$ cat src/rtl/pwm_gen_multi.sv
`default_nettype none
// ============================================================================
// Module      : pwm_gen_multi
// Description : Multi-channel PWM generator with one shared period counter,
//               programmable prescaler and period, edge- or center-aligned
//               mode, and per-channel debounced increase/decrease buttons.
//               Period, mode and duty updates are double-buffered and only
//               take effect at a period boundary.
// Ports       : clk, rst_n      - clock, asynchronous active-low reset
//               prescale        - counter advances once per prescale+1 clk
//               period          - counter top value (loaded at boundary)
//               center          - 0 edge-aligned, 1 center-aligned
//               step            - duty change per button event
//               inc, dec        - raw per-channel buttons
//               sel             - channel selected for duty readback
//               pwm_out         - registered PWM outputs
//               period_start    - one-clk pulse at each period boundary
//               duty_rd         - shadow duty of channel sel
// Revision    : 1.0 - initial release
// ============================================================================
module pwm_gen_multi #(
    parameter int CH        = 4,
    parameter int RES       = 8,
    parameter int DBW       = 16,
    parameter int DUTY_INIT = 2**(RES-1)
) (
    input  logic                  clk,
    input  logic                  rst_n,
    input  logic [7:0]            prescale,
    input  logic [RES-1:0]        period,
    input  logic                  center,
    input  logic [RES-1:0]        step,
    input  logic [CH-1:0]         inc,
    input  logic [CH-1:0]         dec,
    input  logic [$clog2(CH)-1:0] sel,
    output logic [CH-1:0]         pwm_out,
    output logic                  period_start,
    output logic [RES:0]          duty_rd
);

    localparam int           SELW        = $clog2(CH);
    localparam logic [RES:0] c_DUTY_INIT = (RES+1)'(DUTY_INIT);

    // ------------------------------------------------------------------
    // Prescaler
    // ------------------------------------------------------------------
    logic [7:0] r_pre_cnt;
    logic       w_tick;

    assign w_tick = (r_pre_cnt == prescale);

    always_ff @(posedge clk or negedge rst_n) begin
        if (!rst_n) begin
            r_pre_cnt <= '0;
        end else if (w_tick) begin
            r_pre_cnt <= '0;
        end else begin
            r_pre_cnt <= r_pre_cnt + 8'd1;
        end
    end

    // ------------------------------------------------------------------
    // Shared period counter
    // ------------------------------------------------------------------
    logic [RES-1:0] r_cnt;
    logic           r_dir_down;
    logic [RES-1:0] r_period_act;
    logic           r_center_act;
    logic           w_boundary;
    logic [RES-1:0] w_pos;
    logic [RES:0]   w_limit;

    // Edge mode ends a period at the top; center mode ends it at the
    // bottom on the way down (the bottom is then held for one more tick
    // as the first count of the next period).
    assign w_boundary = w_tick & (r_center_act ? (r_dir_down && (r_cnt == '0))
                                               : (r_cnt == r_period_act));
    assign period_start = w_boundary;

    always_ff @(posedge clk or negedge rst_n) begin
        if (!rst_n) begin
            r_cnt        <= '0;
            r_dir_down   <= 1'b0;
            r_period_act <= '1;
            r_center_act <= 1'b0;
        end else if (w_boundary) begin
            r_cnt        <= '0;
            r_dir_down   <= 1'b0;
            r_period_act <= period;
            r_center_act <= center;
        end else if (w_tick) begin
            if (!r_center_act) begin
                r_cnt <= r_cnt + RES'(1);
            end else if (!r_dir_down) begin
                // Top is held for one tick while the direction flips.
                if (r_cnt == r_period_act) begin
                    r_dir_down <= 1'b1;
                end else begin
                    r_cnt <= r_cnt + RES'(1);
                end
            end else begin
                r_cnt <= r_cnt - RES'(1);
            end
        end
    end

    // In center mode the compare runs on the distance from the top so the
    // high pulse sits symmetrically around cnt == period_act.
    assign w_pos   = r_center_act ? (r_period_act - r_cnt) : r_cnt;
    assign w_limit = {1'b0, r_period_act} + (RES+1)'(1);

    // ------------------------------------------------------------------
    // Debounce sample enable
    // ------------------------------------------------------------------
    logic [DBW-1:0] r_db_cnt;
    logic           w_se;

    assign w_se = &r_db_cnt;

    always_ff @(posedge clk or negedge rst_n) begin
        if (!rst_n) begin
            r_db_cnt <= '0;
        end else begin
            r_db_cnt <= r_db_cnt + DBW'(1);
        end
    end

    // ------------------------------------------------------------------
    // Per-channel debounce, shadow/active duty and output compare
    // ------------------------------------------------------------------
    logic [CH-1:0][RES:0] w_duty_sh;

    for (genvar g = 0; g < CH; g++) begin : g_ch
        logic           r_inc_s1;
        logic           r_inc_s2;
        logic           r_dec_s1;
        logic           r_dec_s2;
        logic           w_inc_ev;
        logic           w_dec_ev;
        logic [RES:0]   r_duty_sh;
        logic [RES:0]   r_duty_act;
        logic           r_pwm;
        logic [RES+1:0] w_sum;
        logic [RES:0]   w_sh_nxt;

        always_ff @(posedge clk or negedge rst_n) begin
            if (!rst_n) begin
                r_inc_s1 <= 1'b0;
                r_inc_s2 <= 1'b0;
                r_dec_s1 <= 1'b0;
                r_dec_s2 <= 1'b0;
            end else if (w_se) begin
                r_inc_s1 <= inc[g];
                r_inc_s2 <= r_inc_s1;
                r_dec_s1 <= dec[g];
                r_dec_s2 <= r_dec_s1;
            end
        end

        assign w_inc_ev = r_inc_s1 & ~r_inc_s2 & w_se;
        assign w_dec_ev = r_dec_s1 & ~r_dec_s2 & w_se;

        // One extra bit so duty + step cannot overflow before saturation.
        assign w_sum = {1'b0, r_duty_sh} + {2'b00, step};

        always_comb begin
            w_sh_nxt = r_duty_sh;
            if (w_inc_ev && !w_dec_ev) begin
                w_sh_nxt = (w_sum > {1'b0, w_limit}) ? w_limit : w_sum[RES:0];
            end else if (w_dec_ev && !w_inc_ev) begin
                w_sh_nxt = (r_duty_sh >= {1'b0, step}) ? (r_duty_sh - {1'b0, step})
                                                       : '0;
            end
        end

        // Active duty takes the pre-write shadow if both happen in one clk.
        always_ff @(posedge clk or negedge rst_n) begin
            if (!rst_n) begin
                r_duty_sh  <= c_DUTY_INIT;
                r_duty_act <= c_DUTY_INIT;
                r_pwm      <= 1'b0;
            end else begin
                r_duty_sh <= w_sh_nxt;
                if (w_boundary) begin
                    r_duty_act <= r_duty_sh;
                end
                r_pwm <= ({1'b0, w_pos} < r_duty_act);
            end
        end

        assign w_duty_sh[g] = r_duty_sh;
        assign pwm_out[g]   = r_pwm;
    end

    // ------------------------------------------------------------------
    // Shadow duty readback
    // ------------------------------------------------------------------
    always_comb begin
        duty_rd = '0;
        for (int i = 0; i < CH; i++) begin
            if (sel == SELW'(i)) begin
                duty_rd = w_duty_sh[i];
            end
        end
    end

endmodule
`default_nettype wire

$ cat config.mk
export PLATFORM = sky130hd
export DESIGN_NAME = pwm_gen_multi
export DESIGN_NICKNAME = d
export VERILOG_FILES = /design/src/rtl/pwm_gen_multi.sv
export SDC_FILE = /design/constraint.sdc
export NUM_CORES = 1
export LEC_CHECK = 0
export ABC_CLOCK_PERIOD_IN_PS = 4300
export CAP_MARGIN = 20
export CORE_ASPECT_RATIO = 0.75
export CORE_MARGIN = 2
export CORE_UTILIZATION = 30
export CTS_CLUSTER_SIZE = 10
export DETAILED_ROUTE_END_ITERATION = 6
export GPL_ROUTABILITY_DRIVEN = 1
export GPL_TIMING_DRIVEN = 0
export HOLD_SLACK_MARGIN = 0.12
export PLACE_DENSITY = 0.49
export SLEW_MARGIN = 40
export SYNTH_ARGS = -nofsm -noshare
export SYNTH_HDL_FRONTEND = slang
export SYNTH_SLANG_ARGS = --single-unit
$ cat constraint.sdc
create_clock -name clk -period 4.3 [get_ports clk]
set_input_delay 0.86 -clock clk [delete_from_list [all_inputs] [get_ports clk]]
set_output_delay 0.86 -clock clk [all_outputs]
set_load 0.01 [all_outputs]
## Word-level counts from Yosys, hierarchy flattened

Index checks and enable logic that the tools add are counted.

| cells by class | value |
|---|---|
| add/sub/neg operators | 14 |
| $lt $le $gt $ge | 12 |
| eq/ne operators | 6 |
| multiplexer cells | 33 |
| bitwise gates (word level) | 25 |
| reduce and logical (&&, ||, !) cells | 28 |

Operators by type and width:

| kind | count |
|---|---|
| 2-to-1 mux 9 bit | 20 |
| 2-to-1 mux 8 bit | 7 |
| adder 9 x 8 -> 10 bit | 4 |
| > comparator 10 x 9 -> 1 bit | 4 |
| greater-or-equal comparator 9 x 8 -> 1 bit | 4 |
| less-than comparator 8 x 9 -> 1 bit | 4 |
| subtractor 9 x 8 -> 9 bit | 4 |
| bitwise AND 1 bit | 17 |
| adder 16 x 1 -> 16 bit (second input constant) | 1 |
| adder 8 x 1 -> 8 bit (second input constant) | 2 |
| equality test 8 bit | 2 |
| AND reduction 16 bit | 1 |
| nonzero test 2 bit | 6 |
| adder 8 x 1 -> 9 bit (second input constant) | 1 |
| logical AND 1 bit | 9 |
| zero test 1 bit | 8 |
| zero test 8 bit | 1 |
| NOT 1 bit | 8 |
| subtractor 8 x 1 -> 8 bit (second input constant) | 1 |
| subtractor 8 bit | 1 |
| 2-to-1 mux 1 bit | 6 |
| equality test 2 bit (second input constant) | 2 |
| != test 4 bit (second input constant) | 1 |
| AND reduction 2 bit | 2 |
| other kinds (2) | 2 |

| word-level totals | value |
|---|---|
| bits in registers | 134 |
| bits of input ports | 37 |
| output and inout bits | 14 |

## Logic depth before layout (Yosys ltp)

Gate-level depths: netlist of the first run.

| logic depth | value |
|---|---|
| depth in word-level cells | 7 |
| mapped depth | 17 |

## Worst setup path before layout of the first run

OpenSTA, ideal clock, no wires.

| timing path | value |
|---|---|
| path type | input to register |
| from | input step[1] |
| to | register g_ch[1].r_duty_sh[1] |
| arrival time | 3.724 ns |
| data required time | 4.174 ns |
| slack | 0.450 ns |
| cell stages on the path | 15 |
| path buffers | 1 |
| path through | inv_1 -> ha_1 -> nor2b_1 -> o21ai_1 -> a31oi_1 -> o31ai_1 -> xnor2_1 -> ha_1 -> nand4_1 -> nor2_1 -> a221o_1 -> and3_1 -> buf_6 -> mux2_4 -> a221o_1 |

| on the way | value |
|---|---|
| cells in the longest elaborated chain, start to end | 4 |
| elaborated cells on any way between the ends | 8 |
| those cells by class | 2 x add/sub; 2 x order compare; 4 x mux |

RTL lines:

| what | line | text |
|---|---|---|
| start, declared | 32 | `input logic [RES-1:0] step,` |
| adder 9 x 8 -> 10 bit, or another cell as far along | 164 | `assign w_sum = {1'b0, r_duty_sh} + {2'b00, step};` |
| > comparator 10 x 9 -> 1 bit or 2-to-1 mux 9 bit (tied branches) | 169, 171 |  |
| 2-to-1 mux 9 bit (on tied branches) | 169, 170 |  |
| 2-to-1 mux 9 bit (*) | 168 | `if (w_inc_ev && !w_dec_ev) begin` |
| end signal, assigned | 179 | `r_duty_sh <= c_DUTY_INIT;` |
| end signal, assigned | 183 | `r_duty_sh <= w_sh_nxt;` |
| end, declared | 140 | `logic [RES:0] r_duty_sh;` |

Mark *: on every way between the ends. The rest lies on a longest branch, timed or not. The select of a mux whose other input is x is not followed.
A chain may end at the register's enable or synchronous reset.

## Final worst setup path of the first run

| timing path | value |
|---|---|
| from | input step[5] |
| to | register g_ch[1].r_duty_sh[1] |

| on the way | value |
|---|---|
| cells in the longest elaborated chain, start to end | 4 |
| elaborated cells on any way between the ends | 7 |
| those cells by class | 1 x add/sub; 2 x order compare; 4 x mux |

RTL lines:

| what | line |
|---|---|
| adder 9 x 8 -> 10 bit or greater-or-equal comparator 9 x 8 -> 1 bit (tied branches) | 164, 171 |
| > comparator 10 x 9 -> 1 bit or 2-to-1 mux 9 bit (tied branches) | 169, 171 |
| 2-to-1 mux 9 bit (on tied branches) | 169, 170 |
| 2-to-1 mux 9 bit (*) | 168 |

Marked as above.

==> flow_summary.json, run 1 <==
{
  "syn_to_final_growth_pct": 17.3,
  "synth_seq_cells": 134,
  "synth_fp_nets": 1429,
  "grt_max_degree": 59,
  "power.leakage_nw": 5.99,
  "async_reset_ff_frac": 1.00,
  "clockRootBuffer": "clkbuf_16",
  "p_per_area_nw_per_um2": 298,
  "report.final.slew_viol_count": 0,
  "numCtsBuffers": 17,
  "synth-main-ff-cell": "dfrtp_1",
  "synth_compound_area_frac": 0.170,
  "ant_nets": 0,
  "synth.avg_cell_area_um2": 9.16,
  "synthXorXnorAreaFrac": 0.0656,
  "cts_tree": "built",
  "finalNetCount": 1504,
  "path_delay_family": "buffers and inverters",
  "crit_path_end_kind": "flop",
  "cts_max_level": 4,
  "place.gp.congestion": 0.901,
  "grt_pass1_vias": 9109,
  "tightest_slew_ps": 904,
  "wl_um": 36800,
  "grt_pass1_wl_um": 56100,
  "outcome": "complete, no violations",
  "drive_above_1_share": 0.136,
  "cap_violations": 0,
  "finalCritPeriodShare": 0.971,
  "placement_rows": 61,
  "utilization": 0.358,
  "synthMuxAreaShare": 0.0839,
  "antenna_found_initial": 0,
  "required_ps": 4630,
  "dp_hpwl_um": 28200,
  "initial_utilization": 0.305,
  "max_stage_delay_ps": 420,
  "ir_drop_mv": 0.212,
  "drt-pass1-iter-count": 7,
  "synth_top_family_by_area": "adder cells",
  "postCtsHoldBufs": 0,
  "fmax_mhz": 240,
  "worstPathMaxFanout": 10,
  "fin_crit_ps": 4170,
  "synthSimpleGateAreaFrac": 0.151,
  "worstSkewPairLatency_ps": 460,
  "vias_per_cell": 5.23,
  "insertedDiodeCount": 0,
  "wl_per_cell_um": 20.1,
  "slowest_stage": "ha_1",
  "crit_buf_inv": 4,
  "cts_sinks": 134,
  "cp_cell_sequence": "buf_2, clkinvlp_4, ha_1, buf_6, nor2_1, a2bb2oi_1, nand2_1, nor2_1, xor2_1, ha_1, nand4_1, nor2_1, a221o_1, and3_1, buf_6, mux2_4, a221o_1",
  "synth_adder_area_share": 0.175,
  "first_iter_violations": 864,
  "grt_use_total": 0.191,
  "die_y_um": 172,
  "clock_skew_ps": 16.7,
  "holdWs_ps": 236,
  "vias": 9567,
  "dieArea_um2": 39400,
  "yosysWarnings": 0,
  "fp.dieW_um": 229,
  "syn_area_um2": 11400,
  "synth_edf_count": 0,
  "setup_viol": 0,
  "post_synth_num_cell_types": 78,
  "portBuffers": 48,
  "synthCells": 1239,
  "ios": 51,
  "cts.clk_slew.worst_paths_ps": 70,
  "startpoint_type": "input pin",
  "route.detailed.drc": 0,
  "critPathKind": "input pin to flop",
  "grt_overflow": 0,
  "final-hold-violation-count": 0,
  "hp-class": "input pin to asynchronous set/reset pin",
  "num-fill-cells": 3804,
  "path_common_cell": "nor2_1",
  "max-slew-margin-rel": 0.393,
  "cp.arrival_ps": 4500,
  "core_um2": 37200,
  "ys_seq_area_frac": 0.297,
  "clk_path_buf_depth": 2
}
-- sequential cells by signal, indices dropped and copies added (netlist names) --
| register | cells |
|---|---|
| g_ch.r_inc_s2 | 4 |
| g_ch.r_pwm | 4 |
| r_dir_down | 1 |
| r_cnt | 8 |
| g_ch.r_dec_s2 | 4 |
| r_db_cnt | 16 |
| r_pre_cnt | 8 |
| r_period_act | 8 |
| g_ch.r_duty_act | 36 |
| r_center_act | 1 |
| g_ch.r_inc_s1 | 4 |
| g_ch.r_dec_s1 | 4 |
| g_ch.r_duty_sh | 36 |
-- per-stage QoR --
stage               std cells  area, um^2  setup TNS (ps)  worst slack (ps)  total power [mW]
finish                   1831       13300               0               126              3.97
global route             1831       13300           -16.8             -8.02              4.18
CTS                      1831       13200               0              3.85              3.97
detailed placement       1794       12600          -39630             -1370              2.46
global placement         1791       12500         -493920             -3640              2.44
floorplan                1239       11400               0               450              2.13
-- power breakdown --
| part | total (mW) | internal (mW) | switching (mW) | leakage (nW) |
|---|---|---|---|---|
| Clock | 1.49 | 0.851 | 0.639 | 0.285 |
| Sequential | 1.41 | 1.32 | 0.0952 | 1.55 |
| Combinational | 1.07 | 0.480 | 0.593 | 4.16 |
-- what timing repair did --
action	in CTS	in global routing
setup buffers	6	3
gates resized for setup	29	33
pin swaps	0	2
endpoints found under the setup margin	37	32
cloned	0	0
-- worst register-to-register path, stage by stage, from the launching register on --
cell	delay (ps)
dfstp_2	610
and3_1	190
and3_1	230
nand3_1	130
xnor2_2	580
inv_1	310
ha_1	410
nand4_1	110
nor2_1	60
a221o_1	360
and3_1	190
buf_6	160
mux2_4	300
a221o_1	320
-- routing by layer --
layer / vias up / part of all wire / track usage
met1: 4661 / 0.52 / 0.292
li1: 4596 / - / -
met2: 264 / 0.40 / 0.264
met3: 46 / 0.061 / 0.0384
met4: 0 / 0.020 / 0.0571
met5: - / 0 / 0
-- placed cells by master (no fill, tap or decap), drive strengths merged, types with 6 or more instances in the layout --
cell and count:
a2111oi 7, a211oi 7, a21o 24, a21oi 49, a221o 8, a22oi 11
a31oi 8, and3 10, buf 48, clkbuf 46, clkdlybuf4s50 39, clkinvlp 6
dfrtp 118, dfstp 16, fa 9, ha 144, inv 83, mux2 38
mux2i 31, mux4 9, nand2 95, nand2b 22, nand3 32, nand3b 6
nand4 26, nor2 89, nor2b 19, nor3 19, nor3b 7, o211ai 10
o21a 9, o21ai 102, o21bai 7, o221ai 10, o22ai 7, o31ai 9
xnor2 52, xor2 33
-- layout make-up --
class,count,area [um^2],area share
multi-input combinational,960,7440,0.559
clock inverter,11,113,0.00846
inverter,84,334,0.0251
buffer,57,342,0.0257
sequential,134,3370,0.253
tap,504,631,0.0474
timing repair buffer,60,612,0.0459
clock buffer,21,470,0.0353
-- Yosys cell counts (17+ instances only) --
| master | instances | area, um^2 |
|---|---|---|
| ha_1 | 144 | 1800 |
| dfrtp_1 | 118 | 2950 |
| nand2_1 | 95 | 357 |
| o21ai_0 | 92 | 460 |
| nor2_1 | 88 | 330 |
| inv_1 | 84 | 315 |
| xnor2_1 | 52 | 455 |
| a21oi_1 | 48 | 240 |
| xor2_1 | 33 | 289 |
| nand3_1 | 32 | 160 |
| mux2_2 | 31 | 349 |
| mux2i_1 | 31 | 310 |
| nand4_1 | 26 | 163 |
| a21o_1 | 24 | 180 |
| clkbuf_1 | 22 | 82.6 |
| nand2b_1 | 22 | 138 |
| buf_2 | 19 | 95.1 |
| nor2b_1 | 19 | 119 |
| nor3_1 | 17 | 85.1 |
-- worst paths after layout --
| kind | from | to | slack [ps] | cells past startpoint |
|---|---|---|---|---|
| worst max-delay path | step[5] | g_ch[1].r_duty_sh[1]$_DFFE_PN0P_ | 130 | 17 |
| worst min-delay path | rst_n | g_ch[1].r_pwm$_DFF_PN0_ | 240 | 1 |
| worst max register to register | r_period_act[4]$_DFFE_PN1P_ | g_ch[1].r_duty_sh[1]$_DFFE_PN0P_ | 220 | 13 |
| worst min register to register | g_ch[2].r_duty_act[8]$_DFFE_PN0P_ | g_ch[2].r_pwm$_DFF_PN0_ | 460 | 2 |
| max in group asynchronous | rst_n | g_ch[3].r_duty_sh[7]$_DFFE_PN1P_ | 3100 | 3 |
| min in group clk | g_ch[2].r_duty_act[8]$_DFFE_PN0P_ | g_ch[2].r_pwm$_DFF_PN0_ | 460 | 2 |
-- cells by family (layout without fill, tap and decap cells) --
logic type               after synthesis  in the layout
AND/OR/NAND/NOR                      348            348
AO/OA/AOI/OAI                        296            296
adder cells (fa/ha/maj)              153            153
buffers and inverters                145            233
flip-flops                           134            134
XOR/XNOR                              85             85
multiplexers                          78             78
No activity file was read; power rests on OpenSTA's default activity.
==> inputs of run 2 (changes only) <==
--- a/config.mk
+++ b/config.mk
@@ -5,6 +5,7 @@
 export SDC_FILE = /design/constraint.sdc
 export NUM_CORES = 1
 export LEC_CHECK = 0
+export ABC_AREA = 1
 export ABC_CLOCK_PERIOD_IN_PS = 4300
 export CAP_MARGIN = 20
 export CORE_ASPECT_RATIO = 0.75
@@ -12,7 +13,6 @@
 export CORE_UTILIZATION = 30
 export CTS_CLUSTER_SIZE = 10
 export DETAILED_ROUTE_END_ITERATION = 6
-export GPL_ROUTABILITY_DRIVEN = 1
 export GPL_TIMING_DRIVEN = 0
 export HOLD_SLACK_MARGIN = 0.12
 export PLACE_DENSITY = 0.49
==> flow_summary.json, run 2 <==
{
  "outcome": "complete, no violations",
  "setup_viol": 0,
  "wl_per_cell_um": 17.2,
  "ys_seq_area_frac": 0.283,
  "drive_above_1_share": 0.0790,
  "required_ps": 3440,
  "portBuffers": 50,
  "r2r_start": "r_period_act[0]$_DFFE_PN1P_",
  "synth_seq_cells": 134,
  "synth.avg_cell_area_um2": 7.12,
  "power.leakage_nw": 7.00,
  "grt_pass1_wl_um": 60600,
  "final-hold-violation-count": 0,
  "clock_skew_ps": 12.4,
  "post_synth_num_cell_types": 48,
  "antenna_found_initial": 0,
  "wl_um": 39100,
  "clk_path_buf_depth": 2,
  "async_reset_ff_frac": 1.00,
  "route.detailed.drc": 0,
  "yosysTopAreaCell": "dfrtp_1",
  "placement_rows": 63,
  "cp.arrival_ps": 3150,
  "place.gp.congestion": 0.894,
  "core_um2": 39300,
  "setup_ws_ps": 295,
  "largestRegisters": "g_ch.r_duty_act: 36 flops, g_ch.r_duty_sh: 36 flops, r_db_cnt: 16 flops",
  "ys_top_cells_by_count": "448 x nand2_1, 239 x inv_1, 153 x nand3_1, 144 x ha_1, 118 x dfrtp_1",
  "ios": 51,
  "crit_start": "r_period_act[0]$_DFFE_PN1P_",
  "dp_hpwl_um": 30600,
  "insertedDiodeCount": 0,
  "fin_crit_ps": 4010,
  "grt_max_degree": 57,
  "yosysMostFrequentCell": "nand2_1",
  "utilization": 0.351,
  "num-fill-cells": 4177,
  "numCtsBuffers": 17,
  "cts_tree": "built",
  "drt-pass1-iter-count": 5,
  "finalNetCount": 1936,
  "grt_pass1_vias": 10400,
  "worstPathMaxFanout": 18,
  "cts_max_level": 4,
  "power_mw": 4.21,
  "grt_setup_unrepaired": "false",
  "holdWs_ps": 307,
  "yosysWarnings": 0,
  "synthCells": 1671,
  "report.final.slew_viol_count": 0,
  "syn_to_final_growth_pct": 16.1,
  "vias": 11200,
  "hp-class": "input pin to asynchronous set/reset pin",
  "final_common_cell": "nand2_1",
  "first_iter_violations": 1077,
  "cts_sinks": 134,
  "synth-main-ff-cell": "dfrtp_1",
  "grt_use_total": 0.195,
  "tightest_slew_ps": 802,
  "fin_tns_setup_ps": 0,
  "p_per_area_nw_per_um2": 305,
  "max-slew-margin-rel": 0.465,
  "fp.dieW_um": 234,
  "grt_overflow": 0,
  "syn_area_um2": 11900,
  "vias_per_cell": 4.91,
  "crit_path_end_kind": "primary output",
  "initial_utilization": 0.303,
  "worstSkewPairLatency_ps": 450,
  "ir_drop_mv": 0.231,
  "fmax_mhz": 250,
  "ant_nets": 0,
  "synth.top_cell.area_share": 0.248,
  "synth_edf_count": 0,
  "startpoint_type": "flop",
  "critPathKind": "flop to primary output",
  "dieArea_um2": 41300,
  "synth_fp_nets": 1861,
  "pre_cts_slack_ps": -1100,
  "final_cell_mix": "446 x nand2_1, 235 x inv_1, 153 x nand3_1",
  "cap_violations": 0,
  "die_y_um": 177,
  "finalCritPeriodShare": 0.931,
  "clockRootBuffer": "clkbuf_16",
  "cts.clk_slew.worst_paths_ps": 70,
  "ys_top_cells_by_area": "dfrtp_1 25%, ha_1 15%, nand2_1 14%",
  "multi_input_comb_area_um2": 7420,
  "seqCellArea_um2": 3380
}
## run 2: cell count changes in the layout (fill, tap and decap cells not counted), sizes merged, moves of 31 or more
cell / delta
nand2: +363
inv: +159
nand3: +121
a21oi: +43
xnor2: -38
mux2i: -31
## run 2: per-layer routing
layer  up-vias  GRT usage  wire [um]
met1      5264      0.296      20100
met4         0     0.0459        592
li1       5608          -          -
met3        30     0.0434       2440
met2       281      0.278      16000
met5         -          0          0
## run 2: layout make-up
cell class	instances	area share
clock buffers	21	0.0319
clock inverters	11	0.0127
multi-input cells	1250	0.537
plain buffers	40	0.0175
repair buffers	57	0.0415
inverters	246	0.0678
flip-flops and latches	134	0.244
well taps	520	0.0471
## run 2: cell families after synthesis
group | after synthesis | share of synthesized area
AOI/OAI and AO/OA | 245 | 0.113
xor gates and xnor gates | 66 | 0.0486
adders and majority gates | 153 | 0.166
buffers and inverters | 287 | 0.0985
DFF | 134 | 0.283
muxes | 8 | 0.00757
and+or+nand+nor | 778 | 0.282
## run 2: path summary, 6_finish.rpt
check / endpoint / slack [ps] / depth (start not counted)
max: period_start / 290 / 9
min: r_cnt[5]$_DFFE_PN0P_ / 310 / 1
max reg2reg: g_ch[3].r_duty_sh[1]$_DFFE_PN0P_ / 500 / 15
min reg2reg: r_db_cnt[0]$_DFF_PN0_ / 460 / 1
max in group asynchronous: g_ch[0].r_duty_sh[7]$_DFFE_PN1P_ / 3330 / 2
min in group clk: r_db_cnt[0]$_DFF_PN0_ / 460 / 1
## run 2: worst max-delay path, stage by stage, from the launching register on
cell             delay (ps)
dfstp_4                 710
clkinvlp_4              180
ha_1                    340
nand4_1                  90
nor2_1                  140
nand2_1                 120
o32ai_1                 160
nand2_2                 130
inv_4                   230
clkdlybuf4s50_1         590
## run 2: per-stage QoR
stage | std cells | area, um^2
detailed placement | 2243 | 13200
CTS | 2276 | 13800
global placement | 2241 | 13100
floorplan | 1671 | 11900
global route | 2279 | 13800
finish | 2279 | 13800
## run 2: timing repair
action / in CTS / in global routing
hold buffers: 0 / 0
resized for setup: 8 / 21
setup endpoints to repair: 37 / 37
buffers inserted: 1 / 4
## run 2: report_power, final
| part | switching [mW] | total [mW] | leakage [nW] | internal (mW) |
|---|---|---|---|---|
| sequential | 0.0544 | 1.38 | 1.55 | 1.32 |
| clock | 0.639 | 1.61 | 0.292 | 0.975 |
| combinational | 0.759 | 1.22 | 5.15 | 0.462 |
==> inputs of run 3 (changes only) <==
--- a/config.mk
+++ b/config.mk
@@ -6,7 +6,7 @@
 export NUM_CORES = 1
 export LEC_CHECK = 0
 export ABC_AREA = 1
-export ABC_CLOCK_PERIOD_IN_PS = 4300
+export ABC_CLOCK_PERIOD_IN_PS = 4500
 export CAP_MARGIN = 20
 export CORE_ASPECT_RATIO = 0.75
 export CORE_MARGIN = 2
==> constraint.sdc (replaced) <==
create_clock -name clk -period 4.5 [get_ports clk]
set_input_delay 0.9 -clock clk [delete_from_list [all_inputs] [get_ports clk]]
set_output_delay 0.9 -clock clk [all_outputs]
set_load 0.01 [all_outputs]
==> flow_summary.json, run 3 (same netlist as run 2, synthesis figures left out) <==
{
  "reg2regPathDepth": 15,
  "first_iter_violations": 1073,
  "vias_per_cell": 4.92,
  "largestRegisters": "g_ch.r_duty_act: 36 flops, g_ch.r_duty_sh: 36 flops, r_db_cnt: 16 flops",
  "grt_pass1_vias": 10400,
  "hp-class": "input pin to asynchronous set/reset pin",
  "die_y_um": 177,
  "holdWs_ps": 343,
  "report.final.slew_viol_count": 0,
  "dp_hpwl_um": 30600,
  "critPathKind": "flop to primary output",
  "final_common_cell": "nand2_1",
  "tightest_slew_ps": 841,
  "fin_crit_ps": 4240,
  "fmax_mhz": 236,
  "grt_overflow": 0,
  "ant_nets": 0,
  "dieArea_um2": 41300,
  "clkPwrFrac": 0.384,
  "grt_setup_unrepaired": "false",
  "max-slew-margin-rel": 0.439,
  "power.leakage_nw": 7.03,
  "final-hold-violation-count": 0,
  "worstPathMaxFanout": 10,
  "p_per_area_nw_per_um2": 291,
  "grt_pass1_wl_um": 60500,
  "wl_um": 39200,
  "ios": 51,
  "placement_rows": 63,
  "r2r_start": "r_period_act[0]$_DFFE_PN1P_",
  "r2r_setup_slack_ps": 650,
  "clk_path_buf_depth": 2,
  "grt_max_degree": 57,
  "power_switching_mw": 1.39,
  "syn_to_final_growth_pct": 16.3,
  "drive_above_1_share": 0.0783,
  "core_um2": 39300,
  "setup_ws_ps": 261,
  "seqPwrFrac": 0.327,
  "pre_cts_slack_ps": -937,
  "cap_violations": 0,
  "cts_tree": "built",
  "cp.arrival_ps": 3340,
  "antenna_found_initial": 0,
  "crit_path_end_kind": "primary output",
  "fp.dieW_um": 234,
  "drt-pass1-iter-count": 5,
  "vias": 11200,
  "r2r-end": "g_ch[1].r_duty_sh[2]$_DFFE_PN0P_",
  "initial_utilization": 0.303,
  "numCtsBuffers": 17,
  "p_int_mw": 2.64,
  "finalCritPeriodShare": 0.942,
  "cts_max_level": 4,
  "wl_per_cell_um": 17.2,
  "worstSkewPairLatency_ps": 460,
  "portBuffers": 50,
  "p_comb_frac": 0.289,
  "insertedDiodeCount": 0,
  "cts.clk_slew.worst_paths_ps": 70,
  "clockRootBuffer": "clkbuf_16",
  "finalNetCount": 1939,
  "grt_use_total": 0.195,
  "ir_drop_mv": 0.223,
  "route.detailed.drc": 0,
  "switching_share": 0.346,
  "startpoint_type": "flop",
  "final_cell_mix": "448 x nand2_1, 235 x inv_1, 153 x nand3_1",
  "outcome": "complete, no violations",
  "place.gp.congestion": 0.894,
  "cts_sinks": 134,
  "required_ps": 3600,
  "setup_viol": 0,
  "clock_skew_ps": 13.5
}
## run 3: changes by cell type in the layout (fill, tap and decap cells not counted), sizes merged
| cell | previous run | this run |
|---|---|---|
| buf | 39 | 43 |
| dlymetal6s2s | 2 | 4 |
| clkbuf | 35 | 32 |
## run 3: worst max-delay path, cell delays in order (launching register included)
cell and delay (ps):
dfstp_4 720, clkinvlp_4 210, ha_1 360, nand4_1 90, nor2_1 140, nand2_1 120, o32ai_1 160, nand2_2 130
inv_4 170, buf_4 220, clkdlybuf4s50_1 560
## run 3: power by group through the flow
stage / clock [mW] / sequential (mW) / combinational [mW]
2_1_floorplan: 0 / 1.32 / 0.803
3_3_place_gp: 0 / 1.34 / 1.13
3_5_place_dp: 0 / 1.34 / 1.15
4_1_cts: 1.58 / 1.32 / 1.16
5_1_grt: 1.63 / 1.33 / 1.34
6_report: 1.55 / 1.32 / 1.17
## run 3: layer usage
metal / vias up / global-route usage / wire (um)
li1: 5608 / - / -
met1: 5276 / 0.295 / 20000
met5: - / 0 / 0
met2: 314 / 0.278 / 16000
met3: 30 / 0.0434 / 2570
met4: 0 / 0.0459 / 571
## run 3: final cells by class
cell class	count	area, um^2
fill	4177	25500
clock buffer	21	440
tap	520	651
clock inverter	11	175
sequential	134	3380
buffer	41	249
inverter	246	937
multi-input combinational	1250	7410
timing repair buffer	59	601
## run 3: through the flow
| step | instances | util | area [um^2] | power [mW] | TNS (ps) |
|---|---|---|---|---|---|
| floorplan | 1671 | - | 11900 | 2.13 | 0 |
| global placement | 2241 | 0.332 | 13100 | 2.47 | -470920 |
| detailed placement | 2243 | 0.334 | 13200 | 2.48 | -27560 |
| CTS | 2275 | 0.350 | 13800 | 4.05 | 0 |
| global route | 2282 | 0.352 | 13800 | 4.30 | 0 |
| finish | 2282 | 0.352 | 13800 | 4.03 | 0 |
## run 3: worst max-delay path by stage
stage                                 from                               end  slack, ps  depth (start not counted)
5_1_grt                            step[2]  g_ch[3].r_duty_sh[2]$_DFFE_PN0P_         30                         26
2_1_floorplan                      step[2]  g_ch[3].r_duty_sh[2]$_DFFE_PN0P_       1030                         25
3_3_place_gp                         rst_n  g_ch[1].r_duty_sh[8]$_DFFE_PN0P_      -3550                          1
4_1_cts                            step[4]  g_ch[1].r_duty_sh[2]$_DFFE_PN0P_         10                         25
6_report       r_period_act[0]$_DFFE_PN1P_                      period_start        260                         10
3_5_place_dp                       step[1]  g_ch[3].r_duty_sh[2]$_DFFE_PN0P_       -940                         25
## run 3: repair_timing
action,CTS,global route
hold buffers,0,0
cloned,0,0
buffers inserted,0,7
setup endpoints to repair,36,37
resized for setup,3,16
